$ cat config.mk
export PLATFORM = sky130hd
export DESIGN_NAME = muldiv_unit
export DESIGN_NICKNAME = d
export VERILOG_FILES = /design/src/rtl/muldiv_unit.sv
export SDC_FILE = /design/constraint.sdc
export NUM_CORES = 1
export LEC_CHECK = 0
export BUFFER_PORTS_ARGS = -buffer_cell sky130_fd_sc_hd__buf_2
export CORE_ASPECT_RATIO = 1.75
export CORE_MARGIN = 2
export CORE_UTILIZATION = 55
export CTS_BUF_LIST = sky130_fd_sc_hd__clkbuf_4
export DETAILED_ROUTE_END_ITERATION = 10
export GPL_ROUTABILITY_DRIVEN = 0
export PLACE_DENSITY_LB_ADDON = 0.12
export SETUP_SLACK_MARGIN = 0.4
export SYNTH_ARGS = -nofsm -noshare
export SYNTH_HDL_FRONTEND = slang
export SYNTH_SLANG_ARGS = --single-unit
$ cat constraint.sdc
create_clock -name clk -period 2.9 [get_ports clk]
set_input_delay 0.435 -clock clk [delete_from_list [all_inputs] [get_ports clk]]
set_output_delay 0.435 -clock clk [all_outputs]
set_load 0.01 [all_outputs]
$ cat src/rtl/muldiv_unit.sv
// muldiv_unit: iterative RV32M/RV64M multiply/divide with fixed XLEN+2 cycle latency.
module muldiv_unit #(
   parameter int XLEN = 32,
   parameter int RD_W = 5
) (
   input  logic            clk,
   input  logic            rstb,
   input  logic            Ex_MdStart,
   input  logic [2:0]      Ex_MdOp,
   input  logic [XLEN-1:0] Ex_MdA,
   input  logic [XLEN-1:0] Ex_MdB,
   input  logic [RD_W-1:0] Ex_MdRd,
   input  logic            Ex_MdFlush,
   output logic            Md_Busy,
   output logic            Md_Done,
   output logic [XLEN-1:0] Md_Result,
   output logic [RD_W-1:0] Md_Rd
);
   localparam int CW = $clog2(XLEN);
   typedef enum logic [1:0] {IDLE, CALC, FIX, DONE} stateType;
   stateType state, nextState;
   logic [2:0] op;
   logic [RD_W-1:0] rd;
   logic [XLEN-1:0] aMag, bMag, quot, rem, aMagIn, bMagIn, remNext, quotFix, remFix, result;
   logic [2*XLEN-1:0] prod, prodFix;
   logic [XLEN:0] mulSum, remShift;
   logic [CW-1:0] cnt;
   logic negA, negB, negAIn, negBIn, signA, signB, accept, lastStep, geq;
   assign signA = Ex_MdOp[2] ? !Ex_MdOp[0] : (Ex_MdOp[1:0] == 2'b01 || Ex_MdOp[1:0] == 2'b10);
   assign signB = Ex_MdOp[2] ? !Ex_MdOp[0] : (Ex_MdOp[1:0] == 2'b01);
   assign negAIn = signA && Ex_MdA[XLEN-1];
   assign negBIn = signB && Ex_MdB[XLEN-1];
   assign aMagIn = negAIn ? -Ex_MdA : Ex_MdA;
   assign bMagIn = negBIn ? -Ex_MdB : Ex_MdB;
   assign accept = Ex_MdStart && !Ex_MdFlush && (state == IDLE || state == DONE);
   assign lastStep = cnt == CW'(XLEN - 1);
   assign Md_Busy = state == CALC || state == FIX;
   assign Md_Done = state == DONE;
   always_ff @(posedge clk) begin
      if (rstb) state <= IDLE;
      else state <= nextState;
   end
   always_comb begin
      nextState = state;
      if (Ex_MdFlush) nextState = IDLE;
      else if (accept) nextState = CALC;
      else if (state == CALC) nextState = lastStep ? FIX : CALC;
      else if (state == FIX) nextState = DONE;
      else if (state == DONE) nextState = IDLE;
   end
   // Both datapaths step every CALC cycle; FIX picks the one the op needs.
   always_comb begin
      mulSum = {1'b0, prod[2*XLEN-1:XLEN]} + (prod[0] ? {1'b0, aMag} : '0);
      remShift = {rem, quot[XLEN-1]};
      geq = remShift >= {1'b0, bMag};
      remNext = geq ? remShift[XLEN-1:0] - bMag : remShift[XLEN-1:0];
      prodFix = (negA ^ negB) ? -prod : prod;
      quotFix = (bMag == '0) ? '1 : ((negA ^ negB) ? -quot : quot);
      remFix = negA ? -rem : rem;
      result = (op == 3'b000) ? prodFix[XLEN-1:0] : !op[2] ? prodFix[2*XLEN-1:XLEN] : !op[1] ? quotFix : remFix;
   end
   always_ff @(posedge clk) begin
      if (rstb) begin
         op <= '0;
         rd <= '0;
         aMag <= '0;
         bMag <= '0;
         negA <= 1'b0;
         negB <= 1'b0;
         cnt <= '0;
         prod <= '0;
         rem <= '0;
         quot <= '0;
         Md_Result <= '0;
         Md_Rd <= '0;
      end else if (accept) begin
         op <= Ex_MdOp;
         rd <= Ex_MdRd;
         aMag <= aMagIn;
         bMag <= bMagIn;
         negA <= negAIn;
         negB <= negBIn;
         cnt <= '0;
         prod <= {{XLEN{1'b0}}, bMagIn};
         rem <= '0;
         quot <= aMagIn;
      end else if (state == CALC) begin
         cnt <= cnt + CW'(1);
         prod <= {mulSum, prod[XLEN-1:1]};
         rem <= remNext;
         quot <= {quot[XLEN-2:0], geq};
      end else if (state == FIX && !Ex_MdFlush) begin
         Md_Result <= result;
         Md_Rd <= rd;
      end
   end
endmodule

# Yosys cells after proc, flatten, opt, wreduce, memory -nomap -nowiden
# Index checks and enable logic that the tools add are counted.
[totals]
reg_bits = 246
input_bits = 76
output_inout_bits = 39
elab_cells = 75
[classes]
add_sub_neg = 8
n_lt_le_gt_ge = 1
n_eq_ne = 6
mux = 22
bitwise_logic = 3
n_reduce_logical = 20
[op_table]
columns = ["cell", "count"]
rows = [
  ["two-way mux 32 bit", 14],
  ["negator 32 bit", 4],
  ["two-way mux 64 bit", 1],
  ["negator 64 bit", 1],
  ["adder 32 x 32 -> 33 bit", 1],
  ["greater-or-equal comparator 33 x 32 -> 1 bit", 1],
  ["zero test 32 bit", 1],
  ["subtractor 32 bit", 1],
  ["two-way mux 2 bit", 4],
  ["== test 2 bit (second input constant)", 3],
  ["adder 5 x 1 -> 5 bit (second input constant)", 1],
  ["== test 5 bit (second input constant)", 1],
  ["logical AND 1 bit", 5],
  ["== test 2 x 1 -> 1 bit (second input constant)", 2],
  ["nonzero test 4 bit", 1],
  ["OR reduction 2 bit", 2],
  ["zero test 3 bit", 1],
  ["logical OR 1 bit", 3],
  ["two-way mux 1 bit", 3],
  ["AND reduction 3 bit", 1],
  ["nonzero test 3 bit", 1],
  ["OR reduction 3 bit", 1],
  ["zero test 1 bit", 2],
  ["zero test 2 bit", 1],
  ["3 further kinds", 4],
]

# Depth between registers and ports, before layout
[logic_depth]
ltp_word = 6
mapped_depth = 13
mapped_depth_nobuf = 11

# Worst setup path after synthesis
# Ideal clock, no wire load.
[synth_path]
path_type = "register to register"
from = "register prod[0]"
to = "register prod[56]"
setup_ns = 0.116
t_arrival_ns = 2.964
required_ns = 2.784
slack_ns = -0.180
path_stages_with_launch = 14
n_path_buf = 3
period_less_slack_ns = 3.080
path_cell_list = "dfxtp_1 clkbuf_1 clkbuf_1 and2_1 ha_1 clkbuf_1 a2111o_1 a21oi_1 nor2_1 a311oi_1 a21oi_1 o31ai_1 mux2i_1 a31o_2"
[synth_between]
elab_chain_cells = 2
[synth_lines]
columns = ["element", "line_no", "source"]
rows = [
  ["start, declared", "25", "logic [2*XLEN-1:0] prod, prodFix;"],
  ["start signal, assigned", "84", "prod <= {{XLEN{1'b0}}, bMagIn};"],
  ["start signal, assigned", "89", "prod <= {mulSum, prod[XLEN-1:1]};"],
  ["two-way mux 32 bit", "53", "mulSum = {1'b0, prod[2*XLEN-1:XLEN]} + (prod[0] ? {1'b0, aMag} : '0);"],
  ["adder 32 x 32 -> 33 bit", "53", ""],
]
# No other way between the ends.
# A chain may end at the register's enable or synchronous reset.

# Worst setup path after layout
[layout_path]
from = "register quot[8]"
to = "register Md_Result[24]"
[layout_between]
elab_chain_cells = 6
[layout_lines]
columns = ["element", "line_no", "source"]
rows = [
  ["start, declared", "24", "logic [XLEN-1:0] aMag, bMag, quot, rem, aMagIn, bMagIn, remNext, quotFix, remFix, result;"],
  ["start signal, assigned", "86", "quot <= aMagIn;"],
  ["start signal, assigned", "91", "quot <= {quot[XLEN-2:0], geq};"],
  ["negator 32 bit", "58", "quotFix = (bMag == '0) ? '1 : ((negA ^ negB) ? -quot : quot);"],
  ["two-way mux 32 bit (2 in series)", "58", ""],
  ["two-way mux 32 bit (3 in series)", "60", "result = (op == 3'b000) ? prodFix[XLEN-1:0] : !op[2] ? prodFix[2*XLEN-1:XLEN] : !op[1] ? quotFix : remFix;"],
  ["end signal, assigned", "93", "Md_Result <= result;"],
  ["end, declared", "16", "output logic [XLEN-1:0] Md_Result,"],
]
# No other way between the ends.

==> out/results.txt <==
Hold Crit Class -> in -> reg
Die height -> 242 um
RSZ-0062 raised after global routing -> true
Minimum clock period -> 3.08 ns
Post-placement cell count -> 2849
Post-synth top cells -> 246 x dfxtp_1, 200 x a21oi_1, 187 x nor2_1
Ratio of cells with drive above 1 in the final layout -> 34.2%
Peak VDD IR -> 0.000479 V
Number of synthesized flops with an enable pin -> 0
H-tree levels -> 2
Number of global-route vias before repair -> 20020
Largest net degree at the start of global routing -> 99
Largest stage delay, worst path -> 0.54 ns
Max Freq -> 324 MHz
Yosys reg bits -> 246
Global-route wire length before repair -> 113000 um
Most frequent cell after synthesis -> dfxtp_1
Post-synth top flop -> dfxtp_1
Maximum Capacitance Violations -> 0
Pins Over Slew Limit -> 0
Synth top area share -> 27.8%
Status -> finished, violations left
TritonCTS clock tree -> yes
Worst-Margin Slew -> 1.05 ns
CP endpoint kind -> register
Met1 wire length -> 24600 um
Seq/Total Area, Yosys -> 27.8%
Row Count -> 87
Nets -> 2772
Die Wd -> 140 um
Pwr per Cell Area -> 432 nW/um2
Dpl hpwl -> 53300 um
I/O pin cnt -> 115
Data arrival, critical path -> 3.77 ns
Worst Path Required -> 3.59 ns
WS Path Type -> reg -> reg
Synth Warn # -> 0
Leading area contributor after synthesis -> dfxtp_1
Core area -> 32000 um2
Fin cells -> 3068
Total Wirelength -> 78600 um
Met2 wire len -> 36800 um
Clock Sinks -> 246
ANT nets after route -> 0
Num CTS Buffers -> 58
Crit-path slowest cell -> or4_4
Clock tree buffer depth -> 3
Antenna violations before repair -> 1
Worst path top cell family by delay -> simple AND/OR/NAND/NOR gates
DRC -> 0
Mapped cell area -> 17700 um2
Worst-path maximum fanout -> 6
Wire per inst -> 25.6 um
GRT Util Overall -> 42.8%
Area grow syn2layout -> 37.5%
FFs w/ async S/R, synth -> 0%
Vias per cell -> 6.71
Clock-pin slew on the worst setup and hold paths -> 0.08 ns
Worst rel slew slack -> 30.1%
Failing checks -> negative setup slack
Crit-path cells -> or4_4, or3_4, nor4_2, a21oi_2, a21oi_1, xnor2_1, o211ai_1, a311oi_1
Setup slack at placement -> -0.209 ns
Clk_skew -> 0.0594 ns
Via count -> 20587
LEAKAGE -> 9.73 nW
Starting density of the core -> 55.4%
Cells after Synth -> 2248
Clock Latency Late Sink -> 0.83 ns
Root buf cell -> clkbuf_4
Tcrit/Tclk final -> 106%
Nature of the critical path startpoint -> register
Hold Fails Final Rpt -> 0
Max layer used -> met4
Post-route setup slack -> -0.183 ns
Final setup violation count -> 1
Filler cells -> 2276
Syn_nets -> 2402
WL met3 -> 6210 um
Synth area leaders -> dfxtp_1 28%, xor2_1 5.7%, a21oi_1 5.6%, ha_1 5.4%, xnor2_1 5.2%
GRT overflow -> 0
IO Port Bufs -> 114
Distinct cells, synth -> 77
Hold_ws -> 0.0419 ns
1st-iter DRT viols -> 2011
Final setup TNS -> -0.183 ns
Mean post-synth cell area -> 7.89 um2
DIE AREA -> 33700 um2
First-pass DRT Iterations -> 9
WP buf/inv -> 0
==> stage by stage <==
step | total power [mW] | instance area, um2 | util (%)
after floorplan | 5.30 | 18100 | -
after global placement | 6.34 | 20500 | 63.9
after detailed placement | 6.39 | 20500 | 63.9
after CTS | 9.98 | 22900 | 71.7
after global routing | 10.9 | 24400 | 76.2
final | 10.5 | 24400 | 76.2
==> cell families (layout without fill, tap and decap cells) <==
family	count (synthesis)	count (layout)	synth area share (%)
compound gates	757	757	28.1
xor+xnor	220	220	10.9
fa+ha+maj	78	78	5.59
buf+inv	207	625	4.45
flops	246	246	27.8
mux	88	88	4.99
other cells	0	1	0
simple gates	652	653	18.2
==> final timing paths <==
check            start            end  slack (ns)  cells after the start
max reg2reg    quot[8]  Md_Result[24]       -0.18                      8
min reg2reg      rd[1]       Md_Rd[1]        0.45                      2
min          Ex_MdA[4]        quot[4]        0.04                      3
max            quot[8]  Md_Result[24]       -0.18                      8
==> report_power, final <==
part	internal (mW)	total, mW	switching (mW)
combinational	1.51	3.59	2.08
clock	1.65	3.23	1.58
sequential	3.54	3.72	0.178
==> routing by layer <==
layer | vias up | global-route usage [%]
met4 | 0 | 46.2
met1 | 9651 | 40.7
met5 | - | 0.146
li1 | 9069 | -
met2 | 1269 | 71.9
met3 | 598 | 9.27
==> worst register-to-register path: stages, from the launching register on <==
cell	delay, ns
dfxtp_1	0.31
or4_4	0.54
or3_4	0.45
nor4_2	0.31
a21oi_2	0.18
a21oi_1	0.24
xnor2_1	0.45
o211ai_1	0.20
a311oi_1	0.29
==> final cells by class <==
cell class                 instances  area [um2]  share of cell area [%]
antenna                            1        2.50                  0.0103
clock buffer                      88         661                    2.71
clock inverter                    21         161                   0.662
inverter                          69         282                    1.16
sequential                       246        4980                    20.4
multi-input combinational       1796       14300                    58.8
timing repair buffer             447        3450                    14.2
tap                              400         500                    2.05
==> state kept, by name (all words and copies together) (netlist names), 32 cells and up <==
| signal | flops |
|---|---|
| Md_Result | 32 |
| aMag | 32 |
| bMag | 32 |
| prod | 64 |
| quot | 32 |
| rem | 32 |
==> cells in the final DEF, fill, tap and decap left out, drive strengths merged, types with 15 or more instances in the layout <==
| cell | count |
|---|---|
| a31oi | 25 |
| ha | 76 |
| dfxtp | 246 |
| nand2b | 15 |
| nand4 | 24 |
| mux2i | 85 |
| o31ai | 42 |
| xor2 | 115 |
| buf | 433 |
| or3 | 37 |
| nor2b | 20 |
| a21oi | 200 |
| a21boi | 60 |
| nor2 | 188 |
| clkbuf | 91 |
| nor3 | 47 |
| o41ai | 23 |
| o21ai | 129 |
| a211oi | 80 |
| a221oi | 25 |
| o21a | 33 |
| nand2 | 148 |
| or4 | 26 |
| xnor2 | 105 |
| nor4 | 32 |
| clkinv | 18 |
| nand3 | 43 |
| inv | 69 |
| and2 | 44 |
| a21o | 34 |
==> repair_timing <==
| action | CTS | global route |
|---|---|---|
| resized for setup | 250 | 211 |
| hold buffers | 10 | 1 |
| pin swaps | 107 | 131 |
| buffers inserted | 47 | 45 |
| setup endpoints to repair | 106 | 102 |
| hold endpoints to repair | 13 | 1 |
| cloned | 2 | 4 |
No activity file was read; power rests on OpenSTA's default activity.
